$ cat src/rtl/mastermind_pkg.sv
// ----------------------------------------------------------------------------
// mastermind_pkg
// Shared definitions for the Mastermind game controller:
//   - code geometry (colour width, slot count, packed code width)
//   - special colour values (none / fallback)
//   - one-hot FSM state encoding
//   - button index map for the conditioned-button vector
//   - LFSR tap mask and single-step helper
// ----------------------------------------------------------------------------
package mastermind_pkg;

    localparam int COLOR_W = 3;
    localparam int SLOTS   = 4;
    localparam int CODE_W  = COLOR_W * SLOTS;

    localparam logic [COLOR_W-1:0] COLOR_NONE     = 3'd0;
    localparam logic [COLOR_W-1:0] COLOR_FALLBACK = 3'd1;

    // Fibonacci taps 16,14,13,11 -> register bits 15,13,12,10.
    localparam logic [15:0] LFSR_TAPS = 16'hB400;

    // Index of each board button inside the conditioned-button vector.
    localparam int BTN_C    = 0;
    localparam int BTN_U    = 1;
    localparam int BTN_L    = 2;
    localparam int BTN_R    = 3;
    localparam int BTN_D    = 4;
    localparam int NUM_BTNS = 5;

    typedef enum logic [4:0] {
        ST_IDLE   = 5'b00001,
        ST_GEN    = 5'b00010,
        ST_LOAD   = 5'b00100,
        ST_PLAY   = 5'b01000,
        ST_RESULT = 5'b10000
    } state_t;

    function automatic logic [15:0] lfsr_next(input logic [15:0] cur);
        return {cur[14:0], ^(cur & LFSR_TAPS)};
    endfunction

endpackage

$ cat src/rtl/btn_conditioner.sv
// ----------------------------------------------------------------------------
// btn_conditioner
// Turns one raw board button into a clean single-cycle press pulse:
// 2-flop synchronizer, optional debounce filter, rising-edge detector.
// Holding the button yields exactly one pulse.
//
// Build option: DEBOUNCE_EN
//   defined   - level accepted only after DEBOUNCE_CYCLES identical samples
//   undefined - synchronizer + edge detect only (raw-to-pulse 2 cycles)
//
// Ports:
//   Clk       in  system clock
//   Reset_n   in  asynchronous active-low reset
//   btn_raw   in  raw, bouncing, asynchronous button level
//   btn_pulse out one-cycle pulse on each accepted press
// ----------------------------------------------------------------------------
module btn_conditioner
`ifdef DEBOUNCE_EN
#(
    parameter int DEBOUNCE_CYCLES = 250000
)
`endif
(
    input  logic Clk,
    input  logic Reset_n,
    input  logic btn_raw,
    output logic btn_pulse
);

    logic sync_1;
    logic sync_2;
    logic level;
    logic level_d;

    // NOTE: sequential state is always written with <= so every flop samples
    // the pre-edge value of its neighbours, regardless of statement order.
    always_ff @(posedge Clk or negedge Reset_n) begin
        if (!Reset_n) begin
            sync_1 <= 1'b0;
            sync_2 <= 1'b0;
        end else begin
            sync_1 <= btn_raw;
            sync_2 <= sync_1;
        end
    end

`ifdef DEBOUNCE_EN
    localparam int CNT_W = (DEBOUNCE_CYCLES > 1) ? $clog2(DEBOUNCE_CYCLES) : 1;

    logic [CNT_W-1:0] stable_cnt;
    logic             level_q;

    // The counter runs only while the synchronized sample disagrees with the
    // accepted level; any agreeing sample (a bounce back) restarts it.
    always_ff @(posedge Clk or negedge Reset_n) begin
        if (!Reset_n) begin
            level_q    <= 1'b0;
            stable_cnt <= '0;
        end else if (sync_2 == level_q) begin
            stable_cnt <= '0;
        end else if (stable_cnt == CNT_W'(DEBOUNCE_CYCLES - 1)) begin
            level_q    <= sync_2;
            stable_cnt <= '0;
        end else begin
            stable_cnt <= stable_cnt + 1'b1;
        end
    end

    assign level = level_q;
`else
    assign level = sync_2;
`endif

    always_ff @(posedge Clk or negedge Reset_n) begin
        if (!Reset_n) begin
            level_d <= 1'b0;
        end else begin
            level_d <= level;
        end
    end

    assign btn_pulse = level & ~level_d;

endmodule

$ cat src/rtl/mastermind_game_ctrl.sv
// ----------------------------------------------------------------------------
// mastermind_game_ctrl
// Sequencer in front of mastermind_core: conditions the five board buttons,
// draws a random 4-colour secret from a free-running LFSR, resets/launches
// the core per game and keeps saturating win/loss tallies.
//
// Build option: DEBOUNCE_EN (see btn_conditioner).
//
// Ports:
//   Clk, Reset_n                   clock, asynchronous active-low reset
//   BtnC/U/L/R/D_raw               raw buttons (confirm, check, left, right, new game)
//   q_Start, q_DoneC, q_DoneNC     core status flags (START, solved, out of guesses)
//   core_reset                     active-high core reset (high except PLAY/RESULT)
//   correct_answer[11:0]           secret code, slot0 = [2:0]
//   confirm_color, check_guess,
//   BtnL, BtnR                     one-cycle pulses to the core, PLAY only
//   wins[3:0], losses[3:0]         saturating tallies
//   game_active                    high in PLAY
// ----------------------------------------------------------------------------
module mastermind_game_ctrl
    import mastermind_pkg::*;
#(
    parameter int          DEBOUNCE_CYCLES = 250000,
    parameter logic [15:0] LFSR_SEED       = 16'hACE1,
    parameter int          GEN_MAX_CYCLES  = 64
) (
    input  logic              Clk,
    input  logic              Reset_n,
    input  logic              BtnC_raw,
    input  logic              BtnU_raw,
    input  logic              BtnL_raw,
    input  logic              BtnR_raw,
    input  logic              BtnD_raw,
    input  logic              q_Start,
    input  logic              q_DoneC,
    input  logic              q_DoneNC,
    output logic              core_reset,
    output logic [CODE_W-1:0] correct_answer,
    output logic              confirm_color,
    output logic              check_guess,
    output logic              BtnL,
    output logic              BtnR,
    output logic [3:0]        wins,
    output logic [3:0]        losses,
    output logic              game_active
);

    localparam logic [15:0] LFSR_INIT = (LFSR_SEED == 16'h0000) ? 16'h0001 : LFSR_SEED;
    localparam int          GCNT_W    = $clog2(GEN_MAX_CYCLES + 1);

    logic [NUM_BTNS-1:0] btn_raw_vec;
    logic [NUM_BTNS-1:0] btn_pulse;

    assign btn_raw_vec = {BtnD_raw, BtnR_raw, BtnL_raw, BtnU_raw, BtnC_raw};

    for (genvar i = 0; i < NUM_BTNS; i++) begin : g_btn
`ifdef DEBOUNCE_EN
        btn_conditioner #(.DEBOUNCE_CYCLES(DEBOUNCE_CYCLES)) u_cond (
`else
        btn_conditioner u_cond (
`endif
            .Clk      (Clk),
            .Reset_n  (Reset_n),
            .btn_raw  (btn_raw_vec[i]),
            .btn_pulse(btn_pulse[i])
        );
    end

    state_t               state;
    state_t               state_next;
    logic [15:0]          lfsr;
    logic [2:0]           gen_idx;
    logic [2:0]           gen_idx_next;
    logic [GCNT_W-1:0]    gen_cnt;
    logic [COLOR_W-1:0]   slot_buf [SLOTS];
    logic [3:0]           fwd_q;
    logic [3:0]           fwd_gated;
    logic                 gen_write;
    logic                 gen_last;
    logic                 gen_timeout;
    logic                 done_c;
    logic                 done_nc;

    // Done flags are stale while the core still reports START.
    assign done_c  = q_DoneC  & ~q_Start;
    assign done_nc = q_DoneNC & ~q_Start;

    assign gen_write    = (lfsr[COLOR_W-1:0] != COLOR_NONE);
    assign gen_idx_next = gen_idx + {2'b00, gen_write};
    assign gen_last     = gen_write && (gen_idx == 3'(SLOTS - 1));
    assign gen_timeout  = (gen_cnt == GCNT_W'(GEN_MAX_CYCLES - 1));

    // Free-running in every state so the press timing seeds the draw.
    always_ff @(posedge Clk or negedge Reset_n) begin
        if (!Reset_n) begin
            lfsr <= LFSR_INIT;
        end else begin
            lfsr <= lfsr_next(lfsr);
        end
    end

    always_ff @(posedge Clk or negedge Reset_n) begin
        if (!Reset_n) begin
            state <= ST_IDLE;
        end else begin
            state <= state_next;
        end
    end

    // NOTE: every variable driven here gets a default first, so no path can
    // leave it unassigned and infer a latch.
    always_comb begin
        state_next = state;
        case (state)
            ST_IDLE:   if (btn_pulse[BTN_D]) state_next = ST_GEN;
            ST_GEN:    if (gen_last || gen_timeout) state_next = ST_LOAD;
            ST_LOAD:   state_next = ST_PLAY;
            // A done flag outranks an abandon press in the same cycle.
            ST_PLAY: begin
                if (done_c || done_nc)      state_next = ST_RESULT;
                else if (btn_pulse[BTN_D])  state_next = ST_GEN;
            end
            ST_RESULT: if (btn_pulse[BTN_D]) state_next = ST_GEN;
            default:   state_next = ST_IDLE;
        endcase
    end

    always_comb begin
        core_reset  = 1'b1;
        game_active = 1'b0;
        fwd_gated   = '0;
        case (state)
            ST_PLAY: begin
                core_reset  = 1'b0;
                game_active = 1'b1;
                fwd_gated   = fwd_q;
            end
            ST_RESULT: core_reset = 1'b0;
            default: ;
        endcase
    end

    assign confirm_color = fwd_gated[BTN_C];
    assign check_guess   = fwd_gated[BTN_U];
    assign BtnL          = fwd_gated[BTN_L];
    assign BtnR          = fwd_gated[BTN_R];

    // NOTE: the slot buffer is only four 3-bit registers, so it is reset
    // along with everything else rather than treated as an unreset RAM.
    always_ff @(posedge Clk or negedge Reset_n) begin
        if (!Reset_n) begin
            gen_idx        <= '0;
            gen_cnt        <= '0;
            fwd_q          <= '0;
            correct_answer <= '0;
            wins           <= '0;
            losses         <= '0;
            for (int i = 0; i < SLOTS; i++) slot_buf[i] <= COLOR_NONE;
        end else begin
            fwd_q <= (state == ST_PLAY) ? btn_pulse[BTN_R:BTN_C] : 4'b0000;

            if (state != ST_GEN && state_next == ST_GEN) begin
                gen_idx <= '0;
                gen_cnt <= '0;
            end else if (state == ST_GEN) begin
                gen_cnt <= gen_cnt + 1'b1;
                if (gen_write) begin
                    slot_buf[gen_idx[1:0]] <= lfsr[COLOR_W-1:0];
                    gen_idx                <= gen_idx_next;
                end
                // Out of budget: every slot not yet written gets the fallback.
                if (gen_timeout) begin
                    for (int i = 0; i < SLOTS; i++) begin
                        if (i >= int'(gen_idx_next)) slot_buf[i] <= COLOR_FALLBACK;
                    end
                end
            end

            if (state == ST_LOAD) begin
                for (int i = 0; i < SLOTS; i++) correct_answer[i*COLOR_W +: COLOR_W] <= slot_buf[i];
            end

            if (state == ST_PLAY) begin
                if (done_c) begin
                    if (wins != 4'd15) wins <= wins + 4'd1;
                end else if (done_nc || btn_pulse[BTN_D]) begin
                    if (losses != 4'd15) losses <= losses + 4'd1;
                end
            end
        end
    end

endmodule

$ cat config.mk
export PLATFORM = sky130hd
export DESIGN_NAME = mastermind_game_ctrl
export DESIGN_NICKNAME = d
export VERILOG_FILES = /design/src/rtl/mastermind_pkg.sv /design/src/rtl/btn_conditioner.sv /design/src/rtl/mastermind_game_ctrl.sv
export SDC_FILE = /design/constraint.sdc
export NUM_CORES = 1
export LEC_CHECK = 0
export ABC_CLOCK_PERIOD_IN_PS = 2900
export BUFFER_PORTS_ARGS = -buffer_cell sky130_fd_sc_hd__buf_4
export CORE_MARGIN = 10
export CORE_UTILIZATION = 52
export CTS_CLUSTER_SIZE = 8
export DETAILED_ROUTE_END_ITERATION = 10
export GPL_TIMING_DRIVEN = 0
export PLACE_DENSITY = 0.75
export REMOVE_ABC_BUFFERS = 1
export SLEW_MARGIN = 20
export SYNTH_ARGS = -nofsm -noshare
export SYNTH_HDL_FRONTEND = slang
export SYNTH_SLANG_ARGS = --single-unit
$ cat constraint.sdc
create_clock -name Clk -period 2.9 [get_ports Clk]
set_clock_uncertainty 0.05 [all_clocks]
set_input_delay 0.58 -clock Clk [delete_from_list [all_inputs] [get_ports Clk]]
set_output_delay 0.58 -clock Clk [all_outputs]
set_load 0.01 [all_outputs]
* Word level (Yosys, flattened, before mapping)
Index checks and enable logic that the tools add are counted.
** Operators by class
- Divide/modulo/power cells :: 0
- Multiply operators :: 0
- Reductions and logical operators :: 16
- Shifts and indexed selects :: 0
- Eq/ne operators :: 11
- $add $sub $neg :: 4
- Bitwise logic cells :: 16
- Mux-type cells :: 22
- $lt $le $gt $ge :: 6
** Operators by type and width (number)
- $mux 12 :: 2
- $mux 3 :: 8
- $pmux 5 s4 :: 1
- $reduce_xor 16->1 :: 1
- $mux 5 :: 3
- $mux 7 :: 2
- $bwmux 12 :: 1
- $eq 5x2->1 const B :: 2
- $add 4x1->4 const B :: 2
- $mux 4 :: 2
- $ne 4x4->1 const B :: 2
- $not 1->1 :: 8
- $add 7x1->7 const B :: 1
- $and 1x1->1 :: 7
- $eq 7x6->1 const B :: 1
- $demux 3 s2 :: 1
- $ge 1x3->1 const A :: 2
- $ge 2x3->1 const A :: 2
- $eq 5x1->1 const B :: 1
- $eq 5x3->1 const B :: 1
- $eq 5x4->1 const B :: 1
- $eq 5x5->1 const B :: 1
- $ne 5x2->1 const B :: 1
- $reduce_and 2->1 :: 2
- 13 further kinds :: 20
** Storage, ports and cells
- Register bits :: 82
- Memory bits (read-only) :: 0
- Latch bits :: 0
- Word-level logic and storage cells :: 102
- Memories kept :: 0
- Bits in writable memories :: 0
- Output and inout port bits :: 26
- Bits of input ports :: 10

* Depth between registers and ports, before layout
Gate-level depths: netlist of run 1.
- Depth after elaboration :: 9
- Gate-level depth with buffers :: 8
- Gate-level depth less buffers :: 8

* Cells and area by module
A second synthesis of run 1 with hierarchy kept.
** Second synthesis, totals
- Cell total of the unflattened synthesis :: 279
- Area total of the unflattened synthesis :: 3379.5 µm²
** Modules (own cells, without submodules)
- mastermind_game_ctrl :: area an instance 2935.3 µm², cells each 259, times used 1
- btn_conditioner :: area an instance 88.8 µm², cells each 4, times used 5

* Least setup slack after synthesis of run 1
No wires, ideal clock.
- Path type :: register -> register
- Start :: register lfsr[2]
- End :: register slot_buf[4] (netlist name)
- Arrival :: 2729 ps
- Buffers on the path :: 0
- Cell stages (with the launch flop) :: 8
- Setup time :: 118 ps
- Slack :: 3 ps
- Clock period less this slack :: 2897 ps
- Cells stage by stage :: dfrtp_1 -> nor3_1 -> inv_1 -> ha_1 -> ha_1 -> a2111oi_0 -> o21ai_0 -> a21o_1
** Between the ends
- Longest elaborated chain between the ends :: 9
- Elaborated cells on any way between the ends :: 14
- Classes of those cells :: 1 x add/sub; 1 x order compare; 1 x eq/ne; 5 x mux; 1 x bitwise; 5 x reduce/logical
** Ends and longest elaborated chain
- start, declared :: line mastermind_game_ctrl.sv:71 : logic [15:0] lfsr;
- start signal, assigned :: line mastermind_game_ctrl.sv:98 : lfsr <= lfsr_next(lfsr);
- $reduce_bool 3->1 (*) :: line mastermind_game_ctrl.sv:88 : assign gen_write = (lfsr[COLOR_W-1:0] != COLOR_NONE);
- branches (longest 8 deep; another with $add 3x1->3)
- end signal, assigned by index :: line mastermind_game_ctrl.sv:168 : slot_buf[gen_idx[1:0]] <= lfsr[COLOR_W-1:0];
- end, declared :: line mastermind_game_ctrl.sv:75 : logic [COLOR_W-1:0] slot_buf [SLOTS];
Every way passes the cells marked *.
A chain may end at the register's enable or synchronous reset.

* Worst setup path in the final report of run 1
- Start :: register lfsr[2]
- End :: register slot_buf[9] (netlist name)
** Between the ends
- Longest elaborated chain between the ends :: 9
- Elaborated cells on any way between the ends :: 14
- Classes of those cells :: 1 x add/sub; 1 x order compare; 1 x eq/ne; 5 x mux; 1 x bitwise; 5 x reduce/logical
** Ends and longest elaborated chain (line)
- $reduce_bool 3->1 (*) :: mastermind_game_ctrl.sv:88
- branches (longest 8 deep; another with $add 3x1->3)
Marked as above.

==> results of run 1 <==
worst reg2reg max path, cell delays in order (launching register included):
cell      delay [ps]
dfrtp_1          470
nor3_4           370
inv_1            140
ha_1             200
ha_1             330
nor4_2           510
nor3b_1          440
nand3b_1         160
registers in the layout, indices dropped and copies added, names as in the netlist:
| signal | cells |
|---|---|
| lfsr | 16 |
| correct_answer | 12 |
| slot_buf | 12 |
| gen_cnt | 7 |
| g_btn.u_cond.level | 5 |
| g_btn.u_cond.level_d | 5 |
| g_btn.u_cond.sync_1 | 5 |
| state | 5 |
| fwd_q | 4 |
| losses | 4 |
| wins | 4 |
| gen_idx | 3 |
cells by family (layout without fill, tap and decap cells):
kind of cell    after synthesis  count (layout)  share of synthesized area [%]
mux                          18              18                           6.01
compound gates               44              44                           8.37
fa+ha+maj                     5               5                           1.90
simple gates                 86              86                           14.5
flops                        82              82                           62.7
xor+xnor                     15              15                           3.99
buf+inv                      16              59                           2.55
metal layers:
metal  up-vias  part of all wire, %  GRT usage [%]
met1      1072                   45           16.2
met3        10                  5.0           5.05
met5         -                    0              0
li1       1021                    -              -
met2        43                   48           19.6
met4         0                  1.9           6.17
final cells by class:
type	instances	area (um^2)
multi-input cells	168	1170
clock buffers	9	124
well taps	75	93.8
inverters	8	30.0
repair buffers	35	263
fillers	494	2220
clock inverters	7	55.1
flip-flops and latches	82	2060
report_power, final:
| group | switching, mW | total, mW | internal, mW |
|---|---|---|---|
| combinational | 0.0504 | 0.0786 | 0.0282 |
| clock | 0.434 | 0.748 | 0.314 |
| sequential | 0.0203 | 1.19 | 1.17 |
cell usage in the layout (no fill, tap or decap), types with 5 or more instances in the layout:
cell type	count
buf_4	35
a21oi_1	5
xor2_1	9
mux2_2	14
dfrtp_1	73
inv_1	8
and3_1	6
dfstp_2	9
nor4_1	7
clkinvlp_4	5
o21ai_0	19
nand3_1	8
nor3b_1	6
nand2_1	15
clkbuf_8	9
xnor2_1	6
nor2_1	13
ha_1	5
per-stage QoR:
stage	hold WS [ps]	TNS [ps]
after CTS	248	0
after detailed placement	286	-2150
after floorplan	234	0
final	265	0
after global routing	245	-3.52
after global placement	283	-2700
worst paths after layout:
kind                                              from                      to  slack, ps  cells after the start
worst max-delay path                           lfsr[2]             slot_buf[9]        160                      7
worst min-delay path                          BtnC_raw  g_btn[0].u_cond.sync_1        260                      1
worst max register to register                 lfsr[2]             slot_buf[9]        160                      7
worst min register to register  g_btn[2].u_cond.sync_1   g_btn[2].u_cond.level        290                      0
max in group asynchronous                      Reset_n                 wins[1]       1850                      1
min in group asynchronous                      Reset_n   g_btn[0].u_cond.level        320                      1
repair_timing:
| action | 4_1_cts | 5_1_grt |
|---|---|---|
| gates cloned | 0 | 0 |
| gates resized for setup | 3 | 2 |
| endpoints found under the setup margin | 9 | 7 |
| pin swaps | 0 | 0 |
==> out/metrics.yaml, run 1 <==
status:
  outcome: "finished, final reports clean"
worst_setup_path:
  cp_num_buf_inv: 1
  startpoint_kind_of_the_worst_setup_timing_path: "flip-flop"
  path_common_cell: "ha_1"
  category_of_the_most_critical_setup_path: "flip-flop to flip-flop"
  critical_path_arrival_ps: 2980
  critical_path.top_delay_family: "simple AND/OR/NAND/NOR gates"
  cp_cell_sequence: "nor3_4 > inv_1 > ha_1 > ha_1 > nor4_2 > nor3b_1 > nand3b_1"
  crit_path_max_fanout: 8
  critical_path.max_stage_delay_ps: 510
  worst_setup_path_end_kind: "flip-flop"
  worst_ep_required_time_ps: 3150
  critical-path-slowest-cell: "nor4_2"
timing:
  finalMaxSlewViolations: 0
  layout_worst_path_cycle_share_pct: 94.4
  rsz0062_at_grt: "true"
  slew_headroom_pct: 34.6
  worstMarginPinSlew_ps: 982
  setup_violations: 0
  final_period_minus_worst_setup_slack_ps: 2740
  final_hold_viol_count: 0
  final_critical_path_setup_slack_ps: 164
  max_clock_freq_mhz: 365
clocking:
  root_buffer: "clkbuf_8"
  insertion_delay_ps: 360
  post_cts.repair.setup_buffers: 0
  cts_buffer_depth: 2
  clk_transition_reported_paths_ps: 90
  holdBufCountCts: 0
  cts_sinks: 82
  tritoncts_clock_tree: "yes"
  cts_buffers: 9
  h-tree-depth: 3
layout:
  drive_above_1_share_pct: 26.2
  insertedDiodeCount: 0
  layout.cell_area.non_filler_um2: 3800
  syn_to_final_growth_pct: 15.6
  final_net_count: 319
  utilization_after_layout_pct: 63.1
  post_layout_nonfiller_instances: 384
logic_synthesis:
  cells_after_synth: 266
  yosys-top-cells-area: "dfrtp_1 (56%), dfstp_2 (7.2%), mux2_2 (4.8%)"
  yosysUniqueCellTypes: 42
  synth.ff_latch_count: 82
  postSynth.topFlopCell: "dfrtp_1"
  most_frequent_cell_after_synthesis: "dfrtp_1"
  post_synth_instance_area_um2: 3290
  post_synth_most_frequent_cells: "dfrtp_1 (73), o21ai_0 (19), nand2_1 (15)"
  synthesis.area_per_instance_um2: 12.4
  synth.yosys.seq_area_share_pct: 62.7
  synthArstFlopShare_pct: 100
  yosys.area.top_type_share_pct: 55.5
  synth-edff-count: 0
  leading_area_contributor_after_synthesis: "dfrtp_1"
  yosys_warnings: 0
route:
  detail_route.iter0.violations: 140
  drt-total-wl_um: 6140
  route.antenna.remaining_nets: 0
  routedWlPerCell_um: 16.0
  detail_route.drc_violations: 0
  num_vias: 2146
  dr_pass1_iterations: 4
  post_drt_via_cell_ratio: 5.59
grt:
  gr-usage-all-layers_pct: 13.1
  largest_net_degree_at_the_start_of_global_routing: 83
  grt_overflow_total: 0
  grt_pass1_wl_um: 10600
  antenna_found_initial: 0
  number_of_global_route_vias_before_repair: 2216
placed_design:
  dp_cells: 368
  io_buffer_count: 35
  placement.cell_area_um2: 3600
  gp_routability_congestion: 0.836
  post-place-ws_ps: -453
  detailedPlacementHpwl_um: 4070
pwr:
  power_per_cell_area_nw_per_um2: 529
  cellLeakagePower_nw: 1.80
  vdd_drop_max_v: 0.000448
  total_power_mw: 2.01
floorplan:
  io_pins: 36
  row_count: 28
  floorplan.die_area_um2: 9910
  initial_utilization_pct: 54.6
  die-height_um: 99.5
  die_w_um: 99.5
  core_area_um2: 6030
worst_hold_path:
  worstHoldPathType: "input pin to flip-flop"
job:
  max-cap-violations: 0
Note: power is estimated with default switching activity, not from simulation.
==> inputs of run 2 (changes only) <==
Settings changed: CORE_UTILIZATION 52 to 40, PLACE_DENSITY 0.75 to unset.
==> out/metrics.yaml, run 2 (same netlist as run 1, synthesis figures left out) <==
status:
  outcome: "finished, final reports clean"
route:
  dr_pass1_iterations: 4
  routedWlPerCell_um: 15.1
  num_vias: 2106
  detail_route.drc_violations: 0
  route.antenna.remaining_nets: 0
  post_drt_via_cell_ratio: 5.09
  drt-total-wl_um: 6260
  detail_route.iter0.violations: 118
timing:
  final_critical_path_setup_slack_ps: 239
  final.hold.worst_slack_ps: 203
  final_hold_viol_count: 0
  finalMaxSlewViolations: 0
  worstMarginPinSlew_ps: 847
  max_clock_freq_mhz: 376
  setup_violations: 0
  layout_worst_path_cycle_share_pct: 91.8
  final.setup.tns_ps: 0
  final_period_minus_worst_setup_slack_ps: 2660
  rsz0062_at_grt: "false"
  slew_headroom_pct: 43.6
placed_design:
  gp_routability_congestion: 0.846
  post-place-ws_ps: -475
  detailedPlacementHpwl_um: 4230
  io_buffer_count: 35
layout:
  largest_register_ff_count: 16
  drive_above_1_share_pct: 26.2
  layout.cells.most_common_list: "dfrtp_1 (73), buf_4 (34), o21ai_0 (19), nand2_1 (15), mux2_2 (14)"
  biggestRegsByFlops: "lfsr (16), correct_answer (12), slot_buf (12)"
  most_common_cell_after_layout_fill_and_taps_aside: "dfrtp_1"
  insertedDiodeCount: 0
  max_flop_register: "lfsr"
  utilization_after_layout_pct: 47.8
  num-fill-cells: 772
  syn_to_final_growth_pct: 17.6
  final_net_count: 319
pwr:
  vdd_drop_max_v: 0.000245
  clock_power_share_pct: 37.8
  power.share.sequential_pct: 58.3
  power_report.internal_total_mw: 1.52
  power_per_cell_area_nw_per_um2: 526
  p_sw_uw: 512
  share_of_total_power_in_combinational_logic_pct: 3.9
  power_switching_share_pct: 25.2
  cellLeakagePower_nw: 1.82
floorplan:
  floorplan.die_area_um2: 12300
  die_w_um: 111
  row_count: 33
  initial_utilization_pct: 40.6
  io_pins: 36
  die-height_um: 111
  core_area_um2: 8090
clocking:
  post_cts.repair.setup_buffers: 0
  cts_sinks: 82
  insertion_delay_ps: 350
  tritoncts_clock_tree: "yes"
  cts_buffer_depth: 2
  holdBufCountCts: 0
  root_buffer: "clkbuf_8"
  clk_transition_reported_paths_ps: 90
  h-tree-depth: 3
  cts_buffers: 9
worst_setup_path:
  rr_startpoint: "lfsr[2]"
  path_common_cell: "ha_1"
  crit_path_max_fanout: 8
  critical_path.max_stage_delay_ps: 470
  worst_ep_required_time_ps: 3130
  cp_cell_sequence: "nor3_4 > inv_1 > ha_1 > ha_1 > nor4_4 > nor3b_1 > nand3b_1"
  critical-path-slowest-cell: "dfrtp_1"
  startpoint_kind_of_the_worst_setup_timing_path: "flip-flop"
  critical_path_arrival_ps: 2900
  critical_path.startpoint: "lfsr[2]"
  worst_setup_path_end_kind: "flip-flop"
  category_of_the_most_critical_setup_path: "flip-flop to flip-flop"
grt:
  antenna_found_initial: 0
  grt_pass1_wl_um: 10700
  number_of_global_route_vias_before_repair: 2133
  largest_net_degree_at_the_start_of_global_routing: 83
  gr-usage-all-layers_pct: 10.4
  grt_overflow_total: 0
job:
  max-cap-violations: 0
worst_hold_path:
  worstHoldPathType: "input pin to async pin"
-- run 2: cell count changes in the layout (fill, tap and decap cells not counted) --
cell,change
inv_8,+1
buf_4,-1
a2111oi_4,+1
clkinv_2,+1
nor4_2,-1
clkinv_4,-1
buf_6,+1
a2111oi_2,-1
nor4_4,+1
inv_6,+3
clkinvlp_4,-4
-- run 2: worst paths after layout --
kind | slack (ps) | cells after the start | end
setup / recovery | 240 | 7 | slot_buf[9]
hold / removal | 200 | 1 | lfsr[8]
setup reg to reg | 240 | 7 | slot_buf[9]
hold reg to reg | 300 | 0 | g_btn[2].u_cond.level
max in group asynchronous | 2100 | 1 | gen_idx[1]
min in group Clk | 280 | 1 | g_btn[1].u_cond.sync_1
-- run 2: final cells by class --
cell class / count / area, um^2 / area share (%)
sequential: 82 / 2060 / 53.3
clock buffer: 9 / 124 / 3.20
tap: 105 / 131 / 3.40
inverter: 8 / 30.0 / 0.776
multi-input combinational: 168 / 1190 / 30.9
clock inverter: 7 / 58.8 / 1.52
timing repair buffer: 35 / 267 / 6.89
-- run 2: metrics by stage --
stage / instance area, um^2 / total power, mW / cells
2_1_floorplan: 3240 / 1.24 / 258
3_3_place_gp: 3630 / 1.29 / 398
3_5_place_dp: 3630 / 1.29 / 398
4_1_cts: 3830 / 2.06 / 414
5_1_grt: 3870 / 2.13 / 414
6_report: 3870 / 2.03 / 414
-- run 2: critical path, delay by kind of cell (launching register included) --
family | cells | cell delay (ps)
buffers and inverters | 1 | 140
DFF | 1 | 470
and+or+nand+nor | 4 | 1380
adders and majority gates | 2 | 570
-- run 2: per-layer routing --
layer	share of wire (%)	track usage [%]	vias up
met5	0	0	-
met4	1.4	4.34	0
met3	2.8	3.19	6
met2	48	15.8	23
met1	48	13.4	1051
li1	-	-	1026
-- run 2: what timing repair did --
item | in CTS | in global routing
cloned | 0 | 0
resized for setup | 3 | 4
endpoints found under the setup margin | 9 | 7
-- run 2: power groups by stage --
| stage | Combinational (mW) | Sequential [mW] | Clock (mW) |
|---|---|---|---|
| floorplan | 0.0344 | 1.20 | 0 |
| global placement | 0.0796 | 1.21 | 0 |
| detailed placement | 0.0812 | 1.21 | 0 |
| CTS | 0.0810 | 1.18 | 0.797 |
| global route | 0.0927 | 1.19 | 0.847 |
| finish | 0.0794 | 1.19 | 0.769 |
==> inputs of run 3 (changes only) <==
Settings changed: ABC_CLOCK_PERIOD_IN_PS 2900 to 3200.
Clock period 2.9 ns to 3.2 ns, I/O delays scaled along.
==> out/metrics.yaml, run 3 (same netlist as run 1, synthesis figures left out) <==
clocking:
  root_buffer: "clkbuf_8"
  cts_buffers: 9
  post_cts.repair.setup_buffers: 0
  tritoncts_clock_tree: "yes"
  h-tree-depth: 3
  insertion_delay_ps: 340
  cts_sinks: 82
  clk_transition_reported_paths_ps: 90
  cts_buffer_depth: 2
pwr:
  cellLeakagePower_nw: 1.81
  power_switching_share_pct: 25.2
  power.share.sequential_pct: 58.3
  share_of_total_power_in_combinational_logic_pct: 3.9
  clock_power_share_pct: 37.8
  p_sw_uw: 463
  power_report.internal_total_mw: 1.38
  vdd_drop_max_v: 0.000220
  power_per_cell_area_nw_per_um2: 480
worst_setup_path:
  category_of_the_most_critical_setup_path: "flip-flop to output port"
  rr_worst_depth: 7
  critical-path-slowest-cell: "nor3_1"
  worst_ep_required_time_ps: 2510
  worst_setup_path_end_kind: "output port"
  startpoint_kind_of_the_worst_setup_timing_path: "flip-flop"
  crit_path_max_fanout: 10
  cp_cell_sequence: "nor3_1 > nand2_2 > and2_1 > buf_4"
  critical_path_arrival_ps: 2190
  critical_path.max_stage_delay_ps: 700
layout:
  post_layout_nonfiller_instances: 414
  drive_above_1_share_pct: 25.9
  layout.cells.most_common_list: "dfrtp_1 (73), buf_4 (34), o21ai_0 (19), nand2_1 (15), mux2_2 (14)"
  most_common_cell_after_layout_fill_and_taps_aside: "dfrtp_1"
  biggestRegsByFlops: "lfsr (16), correct_answer (12), slot_buf (12)"
  insertedDiodeCount: 0
  final_net_count: 319
  syn_to_final_growth_pct: 16.6
  max_flop_register: "lfsr"
  largest_register_ff_count: 16
grt:
  grt_pass1_wl_um: 10700
  grt_overflow_total: 0
  antenna_found_initial: 0
  largest_net_degree_at_the_start_of_global_routing: 83
  number_of_global_route_vias_before_repair: 2129
  gr-usage-all-layers_pct: 10.4
placed_design:
  io_buffer_count: 35
  detailedPlacementHpwl_um: 4230
  dp_cells: 398
  gp_routability_congestion: 0.846
  post-place-ws_ps: -175
timing:
  max_clock_freq_mhz: 348
  rsz0062_at_grt: "false"
  slew_headroom_pct: 39.9
  worstMarginPinSlew_ps: 901
  finalMaxSlewViolations: 0
  final_critical_path_setup_slack_ps: 325
  final.hold.worst_slack_ps: 266
  final_period_minus_worst_setup_slack_ps: 2880
  layout_worst_path_cycle_share_pct: 89.9
  final_hold_viol_count: 0
  setup_violations: 0
  final.setup.tns_ps: 0
route:
  detail_route.iter0.violations: 151
  detail_route.drc_violations: 0
  route.antenna.remaining_nets: 0
  dr_pass1_iterations: 4
  num_vias: 2128
  drt-total-wl_um: 6240
  routedWlPerCell_um: 15.1
  post_drt_via_cell_ratio: 5.14
status:
  outcome: "finished, final reports clean"
floorplan:
  row_count: 33
  die-height_um: 111
  die_w_um: 111
  initial_utilization_pct: 40.6
  io_pins: 36
  core_area_um2: 8090
  floorplan.die_area_um2: 12300
worst_hold_path:
  worstHoldPathType: "input pin to async pin"
job:
  max-cap-violations: 0
==> run 3: changes by cell type in the layout (fill, tap and decap cells not counted) <==
cell | previous run | this run
a2111oi_4 | 1 | 0
nor3_4 | 1 | 0
a2111oi_2 | 0 | 1
nor4_4 | 1 | 0
nor4_2 | 0 | 1
nor3_1 | 4 | 5
==> run 3: area by class of cell <==
class                      count  area (um^2)
clock inverter                 7         58.8
tap                          105          131
multi-input combinational    168         1160
inverter                       8         30.0
clock buffer                   9          124
sequential                    82         2060
timing repair buffer          35          267
fill                         773         4260
==> run 3: worst paths after layout <==
check	start	to	slack, ps
min	Reset_n	lfsr[9]	270
min in group Clk	g_btn[2].u_cond.sync_1	g_btn[2].u_cond.level	300
max	state[4]	core_reset	320
max reg2reg	lfsr[2]	slot_buf[9]	350
min reg2reg	g_btn[2].u_cond.sync_1	g_btn[2].u_cond.level	300
max in group asynchronous	Reset_n	gen_idx[1]	2350
==> run 3: timing repair <==
item | in CTS | in global routing
hold buffers | 0 | 0
gates resized for setup | 2 | 1
setup endpoints to repair | 5 | 3
==> run 3: power by group through the flow <==
stage          combinational (mW)  clock, mW  sequential [mW]
2_1_floorplan              0.0312          0             1.09
3_3_place_gp               0.0721          0             1.09
3_5_place_dp               0.0736          0             1.09
4_1_cts                    0.0734      0.722             1.07
5_1_grt                    0.0834      0.768             1.08
6_report                   0.0718      0.696             1.07
==> run 3: layer usage <==
metal	wire length, um	global-route usage (%)
met1	2970	13.4
met3	216	3.19
met2	2960	15.7
met4	93	4.34
met5	0	0
==> run 3: critical path: cells and delay by family, from the launching register on <==
kind,cells,cell delay (ps)
flops,1,480
buf+inv,1,140
simple gates,3,1220
==> run 3: through the flow <==
step / power, mW / area (um^2) / utilization (%)
after global routing: 1.93 / 3840 / 47.4
after CTS: 1.87 / 3830 / 47.3
after floorplan: 1.12 / 3240 / -
final: 1.84 / 3840 / 47.4
after detailed placement: 1.17 / 3630 / 44.9
after global placement: 1.17 / 3630 / 44.9
